`src/rtl/aes_stream_pkg.sv`:
```
// aes_stream_pkg: shared types and helpers for the AES stream controller
package aes_stream_pkg;
  localparam int AES_BLK_W = 128;
  typedef enum logic [2:0] {IDLE, KEY_REQ, KEY_WAIT, RUN, DRAIN} state_t;
  function automatic int cnt_w(input int n);
    return $clog2(n + 1);
  endfunction
endpackage

```
`src/rtl/aes_stream_ctrl_if.sv`:
```
// aes_stream_ctrl_if: block input stream and per-direction result streams
interface aes_stream_ctrl_if;
  import aes_stream_pkg::*;
  logic in_valid, in_ready, in_dec;
  logic [AES_BLK_W-1:0] in_data;
  logic oenc_valid, oenc_ready, odec_valid, odec_ready;
  logic [AES_BLK_W-1:0] oenc_data, odec_data;
  modport master (
    output in_valid, in_dec, in_data, oenc_ready, odec_ready,
    input  in_ready, oenc_valid, oenc_data, odec_valid, odec_data
  );
  modport slave (
    input  in_valid, in_dec, in_data, oenc_ready, odec_ready,
    output in_ready, oenc_valid, oenc_data, odec_valid, odec_data
  );
endinterface

```
`src/rtl/aes_result_fifo.sv`:
```
// aes_result_fifo: single-clock first-word-fall-through result FIFO
module aes_result_fifo import aes_stream_pkg::*; #(
  parameter int DEPTH = 4,
  localparam int CW = cnt_w(DEPTH),
  localparam int AW = $clog2(DEPTH)
) (
  input  logic                 clk,
  input  logic                 rst,
  input  logic                 push,
  input  logic                 pop,
  input  logic [AES_BLK_W-1:0] din,
  output logic [AES_BLK_W-1:0] dout,
  output logic [CW-1:0]        count
);
  logic [AES_BLK_W-1:0] mem [DEPTH];
  logic [AW-1:0] rd_ptr, wr_ptr;
  logic do_pop;
  assign do_pop = pop && count != '0;
  assign dout = mem[rd_ptr];
  always_ff @(posedge clk)
    if (push) mem[wr_ptr] <= din;
  always_ff @(posedge clk) begin
    if (rst) begin
      rd_ptr <= '0;
      wr_ptr <= '0;
      count <= '0;
    end else begin
      wr_ptr <= push ? wr_ptr + AW'(1) : wr_ptr;
      rd_ptr <= do_pop ? rd_ptr + AW'(1) : rd_ptr;
      count <= count + CW'(push) - CW'(do_pop);
    end
  end
  // the issuer's credit accounting guarantees a free slot for every push
  a_no_overflow: assert property (@(posedge clk) disable iff (rst) !(push && !do_pop && count == CW'(DEPTH)));
endmodule

```
`src/rtl/aes_stream_ctrl.sv`:
```
// aes_stream_ctrl: credit-based block issue and result collection for the AES pipeline core
module aes_stream_ctrl import aes_stream_pkg::*; #(
  parameter int FIFO_DEPTH = 4,
  parameter int KEY_TIMEOUT = 64
) (
  input  logic                 clk,
  input  logic                 reset,
  input  logic                 key_load,
  input  logic [AES_BLK_W-1:0] key_in,
  output logic                 key_valid,
  aes_stream_ctrl_if.slave     s,
  output logic                 err_timeout,
  output logic                 err_spurious,
  output logic                 core_reset_key,
  output logic [AES_BLK_W-1:0] core_key,
  input  logic                 core_ready_key,
  output logic                 core_reset_enc,
  output logic                 core_reset_dec,
  output logic [AES_BLK_W-1:0] core_block_enc,
  output logic [AES_BLK_W-1:0] core_block_dec,
  input  logic                 core_iready_enc,
  input  logic                 core_iready_dec,
  input  logic                 core_oready_enc,
  input  logic                 core_oready_dec,
  input  logic [AES_BLK_W-1:0] core_result_enc,
  input  logic [AES_BLK_W-1:0] core_result_dec
);
  localparam int CW = cnt_w(FIFO_DEPTH);
  localparam int TW = cnt_w(KEY_TIMEOUT);
  localparam logic [CW:0] CREDITS = (CW+1)'(FIFO_DEPTH);
  state_t state, state_n;
  logic [TW-1:0] tmo;
  logic [CW-1:0] inflight_enc, inflight_dec, count_enc, count_dec;
  logic credit_enc, credit_dec, issue_enc, issue_dec, done_enc, done_dec, tmo_hit, drained;
  // a block may only enter the core if its result already has a reserved FIFO slot
  assign credit_enc = {1'b0, count_enc} + {1'b0, inflight_enc} < CREDITS;
  assign credit_dec = {1'b0, count_dec} + {1'b0, inflight_dec} < CREDITS;
  assign issue_enc = s.in_valid && s.in_ready && !s.in_dec;
  assign issue_dec = s.in_valid && s.in_ready && s.in_dec;
  assign done_enc = core_oready_enc && inflight_enc != '0;
  assign done_dec = core_oready_dec && inflight_dec != '0;
  assign tmo_hit = tmo == TW'(KEY_TIMEOUT - 1);
  assign drained = inflight_enc == '0 && inflight_dec == '0;
  assign core_reset_enc = issue_enc;
  assign core_reset_dec = issue_dec;
  assign core_block_enc = s.in_data;
  assign core_block_dec = s.in_data;
  always_comb begin
    state_n = state;
    key_valid = state == RUN;
    core_reset_key = state == KEY_REQ;
    s.in_ready = state == RUN && (s.in_dec ? core_iready_dec && credit_dec : core_iready_enc && credit_enc);
    case (state)
      IDLE:     state_n = key_load ? KEY_REQ : IDLE;
      KEY_REQ:  state_n = KEY_WAIT;
      KEY_WAIT: state_n = core_ready_key ? RUN : tmo_hit ? IDLE : KEY_WAIT;
      RUN:      state_n = key_load ? DRAIN : RUN;
      DRAIN:    state_n = drained ? KEY_REQ : DRAIN;
      default:  state_n = IDLE;
    endcase
  end
  always_ff @(posedge clk) begin
    if (reset) begin
      state <= IDLE;
      core_key <= '0;
      tmo <= '0;
      inflight_enc <= '0;
      inflight_dec <= '0;
      err_timeout <= 1'b0;
      err_spurious <= 1'b0;
    end else begin
      state <= state_n;
      core_key <= key_load && (state == IDLE || state == RUN) ? key_in : core_key;
      tmo <= state == KEY_WAIT ? tmo + TW'(1) : '0;
      inflight_enc <= inflight_enc + CW'(issue_enc) - CW'(done_enc);
      inflight_dec <= inflight_dec + CW'(issue_dec) - CW'(done_dec);
      err_timeout <= err_timeout || (state == KEY_WAIT && !core_ready_key && tmo_hit);
      err_spurious <= err_spurious || (core_oready_enc && inflight_enc == '0) || (core_oready_dec && inflight_dec == '0);
    end
  end
  aes_result_fifo #(.DEPTH(FIFO_DEPTH)) u_fifo_enc (
    .clk(clk), .rst(reset), .push(done_enc), .pop(s.oenc_ready),
    .din(core_result_enc), .dout(s.oenc_data), .count(count_enc)
  );
  aes_result_fifo #(.DEPTH(FIFO_DEPTH)) u_fifo_dec (
    .clk(clk), .rst(reset), .push(done_dec), .pop(s.odec_ready),
    .din(core_result_dec), .dout(s.odec_data), .count(count_dec)
  );
  assign s.oenc_valid = count_enc != '0;
  assign s.odec_valid = count_dec != '0;
endmodule

```
`src/flat_wrapper.sv`:
```
// flat-port wrapper written by rule: the top's interface ports become plain ports
module aes_stream_ctrl_flat import aes_stream_pkg::*;
#(
  parameter int FIFO_DEPTH = 4,
  parameter int KEY_TIMEOUT = 64
)
  (clk, reset, key_load, key_in, key_valid, err_timeout, err_spurious, core_reset_key, core_key, core_ready_key, core_reset_enc, core_reset_dec, core_block_enc, core_block_dec, core_iready_enc, core_iready_dec, core_oready_enc, core_oready_dec, core_result_enc, core_result_dec, s_in_valid, s_in_dec, s_in_data, s_oenc_ready, s_odec_ready, s_in_ready, s_oenc_valid, s_oenc_data, s_odec_valid, s_odec_data);
  aes_stream_ctrl_if s_i ();
  input  logic clk;
  input  logic reset;
  input  logic key_load;
  input  logic [AES_BLK_W-1:0] key_in;
  output logic key_valid;
  output logic err_timeout;
  output logic err_spurious;
  output logic core_reset_key;
  output logic [AES_BLK_W-1:0] core_key;
  input  logic core_ready_key;
  output logic core_reset_enc;
  output logic core_reset_dec;
  output logic [AES_BLK_W-1:0] core_block_enc;
  output logic [AES_BLK_W-1:0] core_block_dec;
  input  logic core_iready_enc;
  input  logic core_iready_dec;
  input  logic core_oready_enc;
  input  logic core_oready_dec;
  input  logic [AES_BLK_W-1:0] core_result_enc;
  input  logic [AES_BLK_W-1:0] core_result_dec;
  input wire logic [$bits(s_i.in_valid)-1:0] s_in_valid;
  input wire logic [$bits(s_i.in_dec)-1:0] s_in_dec;
  input wire logic [$bits(s_i.in_data)-1:0] s_in_data;
  input wire logic [$bits(s_i.oenc_ready)-1:0] s_oenc_ready;
  input wire logic [$bits(s_i.odec_ready)-1:0] s_odec_ready;
  output wire logic [$bits(s_i.in_ready)-1:0] s_in_ready;
  output wire logic [$bits(s_i.oenc_valid)-1:0] s_oenc_valid;
  output wire logic [$bits(s_i.oenc_data)-1:0] s_oenc_data;
  output wire logic [$bits(s_i.odec_valid)-1:0] s_odec_valid;
  output wire logic [$bits(s_i.odec_data)-1:0] s_odec_data;
  assign s_i.in_valid = s_in_valid;
  assign s_i.in_dec = s_in_dec;
  assign s_i.in_data = s_in_data;
  assign s_i.oenc_ready = s_oenc_ready;
  assign s_i.odec_ready = s_odec_ready;
  assign s_in_ready = s_i.in_ready;
  assign s_oenc_valid = s_i.oenc_valid;
  assign s_oenc_data = s_i.oenc_data;
  assign s_odec_valid = s_i.odec_valid;
  assign s_odec_data = s_i.odec_data;
  aes_stream_ctrl #(.FIFO_DEPTH(FIFO_DEPTH), .KEY_TIMEOUT(KEY_TIMEOUT)) u_core (.clk(clk), .reset(reset), .key_load(key_load), .key_in(key_in), .key_valid(key_valid), .s(s_i), .err_timeout(err_timeout), .err_spurious(err_spurious), .core_reset_key(core_reset_key), .core_key(core_key), .core_ready_key(core_ready_key), .core_reset_enc(core_reset_enc), .core_reset_dec(core_reset_dec), .core_block_enc(core_block_enc), .core_block_dec(core_block_dec), .core_iready_enc(core_iready_enc), .core_iready_dec(core_iready_dec), .core_oready_enc(core_oready_enc), .core_oready_dec(core_oready_dec), .core_result_enc(core_result_enc), .core_result_dec(core_result_dec));
endmodule
```
`config.mk`:
```
export PLATFORM = sky130hd
export DESIGN_NAME = aes_stream_ctrl_flat
export DESIGN_NICKNAME = d
export VERILOG_FILES = /design/src/rtl/aes_stream_pkg.sv /design/src/rtl/aes_stream_ctrl_if.sv /design/src/rtl/aes_result_fifo.sv /design/src/rtl/aes_stream_ctrl.sv /design/src/flat_wrapper.sv
export SDC_FILE = /design/constraint.sdc
export NUM_CORES = 1
export LEC_CHECK = 0
export CAP_MARGIN = 30
export CORE_AREA = 4 4 450 452
export CTS_CLUSTER_DIAMETER = 30
export CTS_CLUSTER_SIZE = 12
export DETAILED_ROUTE_END_ITERATION = 8
export DIE_AREA = 0 0 454 456
export SLEW_MARGIN = 20
export SYNTH_ARGS = -nofsm -noshare
export SYNTH_HDL_FRONTEND = slang
export SYNTH_SLANG_ARGS = --single-unit
```
`constraint.sdc`:
```
create_clock -name clk -period 9.5 [get_ports clk]
set_input_delay 1.9 -clock clk [delete_from_list [all_inputs] [get_ports clk]]
set_output_delay 1.9 -clock clk [all_outputs]
set_load 0.02 [all_outputs]
```
==> results of run 1 <==
Yosys cell counts:
cell type                  count
sky130_fd_sc_hd__a21boi_1      1
sky130_fd_sc_hd__a21oi_1       3
sky130_fd_sc_hd__a221oi_1      1
sky130_fd_sc_hd__a22o_1        1
sky130_fd_sc_hd__a311o_1       1
sky130_fd_sc_hd__a31o_1        1
sky130_fd_sc_hd__and2_1       12
sky130_fd_sc_hd__and3b_1       1
sky130_fd_sc_hd__buf_1         3
sky130_fd_sc_hd__buf_12       13
sky130_fd_sc_hd__buf_2        33
sky130_fd_sc_hd__buf_4       259
sky130_fd_sc_hd__buf_6         2
sky130_fd_sc_hd__clkbuf_1     51
sky130_fd_sc_hd__clkinv_1      1
sky130_fd_sc_hd__dfxtp_1     164
sky130_fd_sc_hd__edfxtp_1   1024
sky130_fd_sc_hd__fa_1          4
sky130_fd_sc_hd__ha_1         21
sky130_fd_sc_hd__inv_1        15
sky130_fd_sc_hd__mux2i_1     130
sky130_fd_sc_hd__mux4_2      256
sky130_fd_sc_hd__nand2_1     262
sky130_fd_sc_hd__nand3_1       6
sky130_fd_sc_hd__nand3b_1      1
sky130_fd_sc_hd__nor2_1       25
sky130_fd_sc_hd__nor2b_1       5
sky130_fd_sc_hd__nor3_1        5
sky130_fd_sc_hd__nor3b_1       2
sky130_fd_sc_hd__nor3b_4       1
sky130_fd_sc_hd__nor4_1        1
sky130_fd_sc_hd__nor4b_1       2
sky130_fd_sc_hd__o211ai_1      1
sky130_fd_sc_hd__o21ai_0       3
sky130_fd_sc_hd__o22ai_1       1
sky130_fd_sc_hd__o311ai_0      2
sky130_fd_sc_hd__o31a_1        4
sky130_fd_sc_hd__or2_1         1
sky130_fd_sc_hd__or2_2         1
sky130_fd_sc_hd__or3_1         4
sky130_fd_sc_hd__or4b_1        2
sky130_fd_sc_hd__xnor2_1       7
sky130_fd_sc_hd__xor2_1        8
placed cells by master (no fill, tap or decap), types with 3 or more instances in the layout:
master / synthesis / final
sky130_fd_sc_hd__ha_1: 21 / 21
sky130_fd_sc_hd__buf_12: 13 / 5
sky130_fd_sc_hd__fa_1: 4 / 4
sky130_fd_sc_hd__and2_1: 12 / 4
sky130_fd_sc_hd__clkinv_2: 0 / 42
sky130_fd_sc_hd__clkbuf_1: 51 / 39
sky130_fd_sc_hd__dfxtp_4: 0 / 4
sky130_fd_sc_hd__diode_2: 0 / 16
sky130_fd_sc_hd__mux4_2: 256 / 256
sky130_fd_sc_hd__edfxtp_1: 1024 / 1024
sky130_fd_sc_hd__nor2_1: 25 / 25
sky130_fd_sc_hd__dfxtp_1: 164 / 160
sky130_fd_sc_hd__clkinvlp_4: 0 / 18
sky130_fd_sc_hd__nor3_1: 5 / 5
sky130_fd_sc_hd__buf_16: 0 / 5
sky130_fd_sc_hd__clkinv_1: 1 / 31
sky130_fd_sc_hd__or3_1: 4 / 4
sky130_fd_sc_hd__inv_6: 0 / 10
sky130_fd_sc_hd__xnor2_1: 7 / 7
sky130_fd_sc_hd__buf_4: 259 / 24
sky130_fd_sc_hd__nand2_1: 262 / 262
sky130_fd_sc_hd__inv_1: 15 / 15
sky130_fd_sc_hd__clkbuf_8: 0 / 10
sky130_fd_sc_hd__bufinv_16: 0 / 33
sky130_fd_sc_hd__o21ai_0: 3 / 3
sky130_fd_sc_hd__clkbuf_16: 0 / 285
sky130_fd_sc_hd__a21oi_1: 3 / 3
sky130_fd_sc_hd__nor2b_1: 5 / 5
sky130_fd_sc_hd__nand3_1: 6 / 6
sky130_fd_sc_hd__clkdlybuf4s50_1: 0 / 788
sky130_fd_sc_hd__clkinv_8: 0 / 4
sky130_fd_sc_hd__o31a_1: 4 / 4
sky130_fd_sc_hd__mux2i_1: 130 / 130
sky130_fd_sc_hd__clkinv_4: 0 / 10
sky130_fd_sc_hd__xor2_1: 8 / 8
sky130_fd_sc_hd__and2_4: 0 / 8
sequential cells by signal, indices dropped and copies added, names as in the netlist, named ones only:
name                      count
u_core.u_fifo_dec.mem       512
u_core.u_fifo_enc.mem       512
u_core.core_key             128
u_core.tmo                    7
u_core.inflight_dec           3
u_core.inflight_enc           3
u_core.state                  3
u_core.u_fifo_dec.count       3
u_core.u_fifo_enc.count       3
u_core.u_fifo_dec.rd_ptr      2
u_core.u_fifo_dec.wr_ptr      2
u_core.u_fifo_enc.rd_ptr      2
u_core.u_fifo_enc.wr_ptr      2
u_core.err_spurious           1
u_core.err_timeout            1
critical path: cells and delay by family:
family,cells,cell delay (ns)
AND/OR/NAND/NOR,1,0.54
AO/OA/AOI/OAI,2,0.56
buffers and inverters,2,1.08
metrics by stage:
step,util,area (um^2)
finish,0.322,64000
global route,0.322,64000
floorplan,-,45700
CTS,0.321,63900
global placement,0.275,54700
detailed placement,0.275,54700
kinds of logic (layout without fill, tap and decap cells):
logic type                 Yosys count  count (layout)  synth area share
DFF                               1188            1188             0.744
muxes                              386             386             0.155
buffers and inverters              377            1321            0.0580
and+or+nand+nor                    331             331            0.0300
adders and majority gates           25              25           0.00750
AOI/OAI and AO/OA                   19              19           0.00306
xor gates and xnor gates            15              15           0.00287
other                                0              16                 0
worst max-delay path by stage:
stage | cells after the start | start | end | slack (ns)
after detailed placement | 5 | core_iready_enc | s_in_ready | 3.47
after global routing | 5 | core_iready_enc | s_in_ready | 3.47
after global placement | 5 | core_iready_enc | s_in_ready | 3.47
after CTS | 5 | core_iready_enc | s_in_ready | 3.47
after floorplan | 3 | core_oready_dec | u_core.u_fifo_dec.mem[0][0] | 3.76
final | 5 | core_iready_enc | s_in_ready | 3.50
layout make-up:
type / count / area [um^2] / share of cell area
multi-input cells: 776 / 9070 / 0.142
diodes: 16 / 40.0 / 0.000626
inverters: 16 / 67.6 / 0.00106
repair buffers: 822 / 8310 / 0.130
flip-flops and latches: 1188 / 34000 / 0.532
clock inverters: 149 / 1710 / 0.0268
well taps: 2656 / 3320 / 0.0519
clock buffers: 334 / 7420 / 0.116
power breakdown:
| group | leakage, nW | total [mW] | internal, mW | switching [mW] |
|---|---|---|---|---|
| combinational | 6.08 | 4.77 | 2.20 | 2.58 |
| sequential | 10.6 | 6.65 | 6.40 | 0.254 |
| clock | 4.44 | 9.21 | 6.39 | 2.82 |
metal layers:
layer,global-route usage,wire length (um),up-vias
met4,0.0524,4010,50
met5,0.0208,854,-
met2,0.218,70500,1208
met3,0.0785,17400,301
li1,-,-,10500
met1,0.171,60300,12400
==> report_table.html, run 1 <==
<table>
<tr><th>Metric</th><th>Value</th></tr>
<tr><th colspan="2">Pwr</th></tr>
<tr><td>Reported leakage power</td><td>21.2 nW</td></tr>
<tr><td>PD cells</td><td>about 320 nW/um^2</td></tr>
<tr><td>Peak supply drop</td><td>0.168 mV</td></tr>
<tr><td>Total power of the final layout</td><td>20.6 mW</td></tr>
<tr><th colspan="2">Clock tree</th></tr>
<tr><td>Clock-pin slew on the worst setup and hold paths</td><td>roughly 0.04 ns</td></tr>
<tr><td>CTS sink cnt</td><td>1188</td></tr>
<tr><td>Worst-case clock buffer depth</td><td>4</td></tr>
<tr><td>PostCTS Resize Cnt</td><td>0</td></tr>
<tr><td>Total clock buffers created by CTS</td><td>about 280</td></tr>
<tr><td>Number of levels in the clock H-tree</td><td>5</td></tr>
<tr><td>Clock latency on the worst-skew pair</td><td>0.90 ns</td></tr>
<tr><td>CTS tree</td><td>yes</td></tr>
<tr><td>Number of buffers inserted by post-CTS setup repair</td><td>0</td></tr>
<tr><td>Hold Buf Count CTS</td><td>0</td></tr>
<tr><td>Cell chosen for the clock root</td><td>sky130_fd_sc_hd__clkbuf_16</td></tr>
<tr><th colspan="2">Route</th></tr>
<tr><td>Number of detailed-routing iterations run before antenna repair</td><td>5</td></tr>
<tr><td>Count of nets left with antenna violations after detail routing</td><td>0</td></tr>
<tr><td>Post-detailed-route wirelength per cell</td><td>roughly 26 um</td></tr>
<tr><td>Violation count after the first detailed-routing iteration</td><td>1528</td></tr>
<tr><td>DRC Markers</td><td>0</td></tr>
<tr><td>Post-detailed-route via-to-cell ratio</td><td>slightly above 4</td></tr>
<tr><td>Total length of routed wires</td><td>approximately 150000 um</td></tr>
<tr><td>Vias after detailed routing</td><td>~24k</td></tr>
<tr><th colspan="2">Floorplanning</th></tr>
<tr><td>Number of top-level design ports</td><td>1173</td></tr>
<tr><td>Area of the die</td><td>207000 um^2</td></tr>
<tr><td>Die W</td><td>454 um</td></tr>
<tr><td>Vertical die dimension</td><td>456 um</td></tr>
<tr><td>Core Footprint</td><td>199000 um^2</td></tr>
<tr><td>Row count</td><td>~160</td></tr>
<tr><td>Starting density of the core</td><td>0.230</td></tr>
<tr><th colspan="2">GRT</th></tr>
<tr><td>Maximum number of pins on one net before global-route repair</td><td>~160</td></tr>
<tr><td>Total routing resource utilization after global routing</td><td>0.144</td></tr>
<tr><td>Number of global-route vias before repair</td><td>25.5k</td></tr>
<tr><td>Initial antenna violation count</td><td>50</td></tr>
<tr><td>GRT overflow</td><td>0</td></tr>
<tr><td>Global-route wire length before repair</td><td>roughly 210000 um</td></tr>
<tr><th colspan="2">Logic synthesis</th></tr>
<tr><td>Area leader, netlist</td><td>sky130_fd_sc_hd__edfxtp_1</td></tr>
<tr><td>Syn_nets</td><td>2890</td></tr>
<tr><td>Average cell area after synthesis</td><td>19.5 um^2</td></tr>
<tr><td>Sequential cell area fraction in the yosys report</td><td>0.744</td></tr>
<tr><td>Unique masters post-synth</td><td>43</td></tr>
<tr><td>Synth area leaders</td><td>sky130_fd_sc_hd__edfxtp_1 67%, sky130_fd_sc_hd__mux4_2 13%, sky130_fd_sc_hd__dfxtp_1 7.2%, sky130_fd_sc_hd__buf_4 4.3%, sky130_fd_sc_hd__mux2i_1 2.8%</td></tr>
<tr><td>Area share of the largest cell type after synthesis</td><td>0.672</td></tr>
<tr><td>Register bit count reported by yosys</td><td>1188</td></tr>
<tr><td>Synthesized instance count</td><td>2341</td></tr>
<tr><td>Syn Std Cell Area</td><td>45700 um^2</td></tr>
<tr><td>YS warnings</td><td>0</td></tr>
<tr><th colspan="2">Placed design</th></tr>
<tr><td>Worst slack after detailed placement</td><td>3.47 ns</td></tr>
<tr><td>Placer Congestion</td><td>between 0.7 and 0.8</td></tr>
<tr><td>Dpl cells</td><td>5455</td></tr>
<tr><td>Count of input and output buffers</td><td>788</td></tr>
<tr><td>DP Wirelength</td><td>roughly 110000 um</td></tr>
<tr><th colspan="2">Setup path</th></tr>
<tr><td>Max FO, Critical Path</td><td>3</td></tr>
<tr><td>CP startpoint kind</td><td>primary input</td></tr>
<tr><td>Critical path data required time</td><td>7.60 ns</td></tr>
<tr><td>Worst reg-to-reg setup slack</td><td>6.07 ns</td></tr>
<tr><td>Cell occurring most often along the worst timing path</td><td>sky130_fd_sc_hd__clkdlybuf4s50_1</td></tr>
<tr><td>Arrival time of data at the critical path endpoint</td><td>4.10 ns</td></tr>
<tr><td>Path depth of the worst reg2reg path</td><td>12</td></tr>
<tr><td>Slowest-stage cell, CP</td><td>sky130_fd_sc_hd__clkdlybuf4s50_1</td></tr>
<tr><td>Setup crit end kind</td><td>primary output</td></tr>
<tr><td>Cells along the critical path</td><td>clkdlybuf4s50_1, or4b_1, a311o_1, a21boi_1, clkdlybuf4s50_1</td></tr>
<tr><td>Kind of critical path</td><td>in2out</td></tr>
<tr><td>Beginning of the worst register-to-register path</td><td>u_core.u_fifo_enc.count[2]</td></tr>
<tr><td>Max stage delay on crit path</td><td>~0.63 ns</td></tr>
<tr><td>Reg2reg end</td><td>u_core.inflight_enc[2]</td></tr>
<tr><th colspan="2">Cells and area</th></tr>
<tr><td>Layout area overhead</td><td>39.9%</td></tr>
<tr><td>Layout Nets</td><td>3635</td></tr>
<tr><td>Fill cell total of the finished layout</td><td>19.0k</td></tr>
<tr><td>Count of non-filler cells in the finished layout</td><td>5957</td></tr>
<tr><td>Fraction of final layout cells sized beyond drive strength 1</td><td>0.219</td></tr>
<tr><th colspan="2">Timing</th></tr>
<tr><td>Unrepaired setup endpoints after global routing</td><td>no</td></tr>
<tr><td>Worst Max-Slew Pin Slew</td><td>approximately 1.1 ns</td></tr>
<tr><td>Worst Clk Skew</td><td>0.0883 ns</td></tr>
<tr><td>Share of the clock period used by the worst path</td><td>0.631</td></tr>
<tr><td>Max-slew headroom at the worst pin</td><td>0.273</td></tr>
<tr><td>Fin. max-slew vios</td><td>0</td></tr>
<tr><td>Highest achievable clock rate</td><td>167 MHz</td></tr>
<tr><td>Post-layout min period</td><td>6.00 ns</td></tr>
<tr><td>Smallest setup slack after layout</td><td>roughly 3.5 ns</td></tr>
<tr><td>Total setup violations reported at the end of the flow</td><td>0</td></tr>
<tr><td>Post-Route Hold Slack</td><td>between 0.4 and 0.5 ns</td></tr>
<tr><td>Count of final hold-check violations</td><td>0</td></tr>
<tr><td>Sum of negative setup slack</td><td>0 ns</td></tr>
<tr><th colspan="2">Worst hold path</th></tr>
<tr><td>Number of cells on the worst hold path</td><td>2</td></tr>
<tr><td>Path category of the worst min-delay check</td><td>reg2reg</td></tr>
<tr><td>Min-delay src</td><td>u_core.core_key[79]</td></tr>
<tr><td>End point of the worst hold path</td><td>u_core.core_key[79]</td></tr>
<tr><th colspan="2">Flow run</th></tr>
<tr><td>Maximum Capacitance Violations</td><td>0</td></tr>
<tr><th colspan="2">Outcome</th></tr>
<tr><td>Run status</td><td>completed</td></tr>
</table>
Power figures use the tool's default switching activity.
==> run 2, diff against run 1 <==
--- a/config.mk
+++ b/config.mk
@@ -6,11 +6,11 @@
 export NUM_CORES = 1
 export LEC_CHECK = 0
 export CAP_MARGIN = 30
-export CORE_AREA = 4 4 450 452
+export CORE_AREA = 4 4 454 456
 export CTS_CLUSTER_DIAMETER = 30
 export CTS_CLUSTER_SIZE = 12
 export DETAILED_ROUTE_END_ITERATION = 8
-export DIE_AREA = 0 0 454 456
+export DIE_AREA = 0 0 458 460
 export SLEW_MARGIN = 20
 export SYNTH_ARGS = -nofsm -noshare
 export SYNTH_HDL_FRONTEND = slang
==> constraint.sdc (replaced) <==
create_clock -name clk -period 5.57 [get_ports clk]
set_input_delay 1.114 -clock clk [delete_from_list [all_inputs] [get_ports clk]]
set_output_delay 1.114 -clock clk [all_outputs]
set_load 0.02 [all_outputs]
==> report_table.html, run 2 (synthesized netlist as in run 1, its figures left out) <==
<table>
<tr><th>Metric</th><th>Value</th></tr>
<tr><th colspan="2">Placed design</th></tr>
<tr><td>DP Wirelength</td><td>108000 um</td></tr>
<tr><td>Area after detailed placement</td><td>55000 um^2</td></tr>
<tr><td>Placer Congestion</td><td>0.763</td></tr>
<tr><td>Count of input and output buffers</td><td>788</td></tr>
<tr><td>Dpl cells</td><td>5483</td></tr>
<tr><th colspan="2">Setup path</th></tr>
<tr><td>Arrival time of data at the critical path endpoint</td><td>3.35 ns</td></tr>
<tr><td>Setup crit end kind</td><td>primary output</td></tr>
<tr><td>Reg2reg end</td><td>u_core.inflight_enc[2]</td></tr>
<tr><td>Max stage delay on crit path</td><td>0.88 ns</td></tr>
<tr><td>Worst reg-to-reg setup slack</td><td>2.27 ns</td></tr>
<tr><td>Beginning of the worst register-to-register path</td><td>u_core.u_fifo_enc.count[2]</td></tr>
<tr><td>Critical path data required time</td><td>4.46 ns</td></tr>
<tr><td>Max FO, Critical Path</td><td>36</td></tr>
<tr><td>Slowest-stage cell, CP</td><td>sky130_fd_sc_hd__dfxtp_4</td></tr>
<tr><td>Cells along the critical path</td><td>buf_4, mux4_2, clkdlybuf4s50_1</td></tr>
<tr><td>Path depth of the worst reg2reg path</td><td>12</td></tr>
<tr><td>Kind of critical path</td><td>reg2out</td></tr>
<tr><td>CP startpoint kind</td><td>flip-flop</td></tr>
<tr><th colspan="2">Timing</th></tr>
<tr><td>Worst Max-Slew Pin Slew</td><td>1.13 ns</td></tr>
<tr><td>Unrepaired setup endpoints after global routing</td><td>no</td></tr>
<tr><td>Post-Route Hold Slack</td><td>0.455 ns</td></tr>
<tr><td>Highest achievable clock rate</td><td>224 MHz</td></tr>
<tr><td>Worst Clk Skew</td><td>0.0835 ns</td></tr>
<tr><td>Count of final hold-check violations</td><td>0</td></tr>
<tr><td>Fin. max-slew vios</td><td>0</td></tr>
<tr><td>Max-slew headroom at the worst pin</td><td>0.249</td></tr>
<tr><td>Total setup violations reported at the end of the flow</td><td>0</td></tr>
<tr><td>Share of the clock period used by the worst path</td><td>0.801</td></tr>
<tr><td>Sum of negative setup slack</td><td>0 ns</td></tr>
<tr><td>Post-layout min period</td><td>4.46 ns</td></tr>
<tr><th colspan="2">Clock tree</th></tr>
<tr><td>Clock-pin slew on the worst setup and hold paths</td><td>0.05 ns</td></tr>
<tr><td>PostCTS Resize Cnt</td><td>0</td></tr>
<tr><td>Number of levels in the clock H-tree</td><td>5</td></tr>
<tr><td>Worst-case clock buffer depth</td><td>4</td></tr>
<tr><td>Total clock buffers created by CTS</td><td>286</td></tr>
<tr><td>CTS sink cnt</td><td>~1.2k</td></tr>
<tr><td>Hold Buf Count CTS</td><td>0</td></tr>
<tr><td>CTS tree</td><td>yes</td></tr>
<tr><td>Clock latency on the worst-skew pair</td><td>0.87 ns</td></tr>
<tr><td>Number of buffers inserted by post-CTS setup repair</td><td>0</td></tr>
<tr><td>Cell chosen for the clock root</td><td>sky130_fd_sc_hd__clkbuf_16</td></tr>
<tr><th colspan="2">Route</th></tr>
<tr><td>Met1 layer wirelength in the final routing</td><td>57900 um</td></tr>
<tr><td>Vias after detailed routing</td><td>~25k</td></tr>
<tr><td>Total length of routed met3 wires</td><td>between 20000 and 25000 um</td></tr>
<tr><td>Post-detailed-route wirelength per cell</td><td>25.3 um</td></tr>
<tr><td>DRC Markers</td><td>0</td></tr>
<tr><td>Total length of routed wires</td><td>~150000 um</td></tr>
<tr><td>Violation count after the first detailed-routing iteration</td><td>1757</td></tr>
<tr><td>Count of nets left with antenna violations after detail routing</td><td>0</td></tr>
<tr><td>Post-detailed-route via-to-cell ratio</td><td>a little over 4</td></tr>
<tr><td>Number of detailed-routing iterations run before antenna repair</td><td>5</td></tr>
<tr><td>Metal2 WL</td><td>between 60000 and 70000 um</td></tr>
<tr><td>Uppermost layer routed</td><td>met5</td></tr>
<tr><th colspan="2">GRT</th></tr>
<tr><td>Maximum number of pins on one net before global-route repair</td><td>122</td></tr>
<tr><td>Global-route wire length before repair</td><td>208000 um</td></tr>
<tr><td>Number of global-route vias before repair</td><td>25.9k</td></tr>
<tr><td>Initial antenna violation count</td><td>70</td></tr>
<tr><td>Total routing resource utilization after global routing</td><td>0.140</td></tr>
<tr><td>GRT overflow</td><td>0</td></tr>
<tr><th colspan="2">Floorplanning</th></tr>
<tr><td>Die W</td><td>458 um</td></tr>
<tr><td>Vertical die dimension</td><td>460 um</td></tr>
<tr><td>Starting density of the core</td><td>0.227</td></tr>
<tr><td>Row count</td><td>165</td></tr>
<tr><td>Number of top-level design ports</td><td>1173</td></tr>
<tr><td>Core Footprint</td><td>around 200000 um^2</td></tr>
<tr><td>Area of the die</td><td>211000 um^2</td></tr>
<tr><th colspan="2">Worst hold path</th></tr>
<tr><td>End point of the worst hold path</td><td>u_core.core_key[87]</td></tr>
<tr><td>Number of cells on the worst hold path</td><td>2</td></tr>
<tr><td>Min-delay src</td><td>u_core.core_key[87]</td></tr>
<tr><td>Path category of the worst min-delay check</td><td>reg2reg</td></tr>
<tr><th colspan="2">Outcome</th></tr>
<tr><td>Run status</td><td>completed</td></tr>
<tr><th colspan="2">Cells and area</th></tr>
<tr><td>Largest registers</td><td>u_core.u_fifo_dec.mem x512, u_core.u_fifo_enc.mem x512, u_core.core_key x128</td></tr>
<tr><td>Most used cells in the layout excluding fill and tap cells</td><td>1024 x sky130_fd_sc_hd__edfxtp_1, 788 x sky130_fd_sc_hd__clkdlybuf4s50_1, 288 x sky130_fd_sc_hd__clkbuf_16</td></tr>
<tr><td>Area taken by flip-flops and latches</td><td>34000 um^2</td></tr>
<tr><td>Fill cell total of the finished layout</td><td>19.3k</td></tr>
<tr><td>Count of non-filler cells in the finished layout</td><td>6009</td></tr>
<tr><td>Post-route cell area</td><td>64500 um^2</td></tr>
<tr><td>Multi-input combinational cell area</td><td>9070 um^2</td></tr>
<tr><td>Commonest non-fill, non-tap cell in the layout</td><td>sky130_fd_sc_hd__edfxtp_1</td></tr>
<tr><td>Utilization after layout</td><td>0.320</td></tr>
<tr><td>Layout Nets</td><td>3648</td></tr>
<tr><td>Layout area overhead</td><td>41.0%</td></tr>
<tr><td>Fraction of final layout cells sized beyond drive strength 1</td><td>0.232</td></tr>
<tr><th colspan="2">Flow run</th></tr>
<tr><td>Maximum Capacitance Violations</td><td>0</td></tr>
<tr><th colspan="2">Pwr</th></tr>
<tr><td>Peak supply drop</td><td>between 0.3 and 0.4 mV</td></tr>
<tr><td>Reported leakage power</td><td>approximately 21 nW</td></tr>
<tr><td>PD cells</td><td>550 nW/um^2</td></tr>
</table>
[run 2: cell count changes in the layout (fill, tap and decap cells not counted), moves of 3 or more]
cell / delta
sky130_fd_sc_hd__buf_12: +18
sky130_fd_sc_hd__buf_16: -5
sky130_fd_sc_hd__buf_4: -4
sky130_fd_sc_hd__clkbuf_1: -14
sky130_fd_sc_hd__clkbuf_16: +3
sky130_fd_sc_hd__clkinv_1: -8
sky130_fd_sc_hd__clkinv_2: -3
sky130_fd_sc_hd__clkinv_4: +11
sky130_fd_sc_hd__clkinvlp_4: +22
sky130_fd_sc_hd__diode_2: +8
sky130_fd_sc_hd__inv_6: +7
[run 2: worst max path at each step]
stage / slack, ns / to / cells past startpoint / start
after detailed placement: 1.29 / core_reset_enc / 5 / core_iready_enc
final: 1.11 / s_odec_data[21] / 3 / flip-flop
after CTS: 0.94 / s_odec_data[21] / 3 / flip-flop
after global routing: 0.82 / s_odec_data[21] / 3 / flip-flop
after floorplan: 0.61 / u_core.u_fifo_dec.mem[1][0] / 3 / core_oready_dec
after global placement: 1.30 / core_reset_enc / 5 / core_iready_enc
[run 2: report_power, final]
part	internal [mW]	total [mW]	switching [mW]
clock network	11.0	16.1	5.08
registers	10.9	11.4	0.470
logic	3.82	8.05	4.23
[run 2: routing by layer]
metal,up-vias,global-route usage
li1,10500,-
met1,12200,0.160
met2,1378,0.210
met3,329,0.0933
met4,50,0.0456
met5,-,0.0220
[run 2: final cells by class]
class | instances | area share
antenna | 24 | 0.000931
clock buffer | 324 | 0.116
clock inverter | 178 | 0.0304
inverter | 16 | 0.00105
multi-input combinational | 776 | 0.141
sequential | 1188 | 0.528
tap | 2672 | 0.0518
timing repair buffer | 831 | 0.132
[run 2: through the flow]
stage	worst slack [ns]	total power [mW]
floorplan	0.614	16.1
global placement	1.30	19.7
detailed placement	1.29	19.8
CTS	0.935	36.1
global route	0.821	37.0
finish	1.11	35.5
[run 2: critical path: cells and delay by family, from the launching register on]
kind / cells / cell delay, ns
flip-flops: 1 / 0.88
multiplexers: 1 / 0.58
buffers and inverters: 2 / 0.98
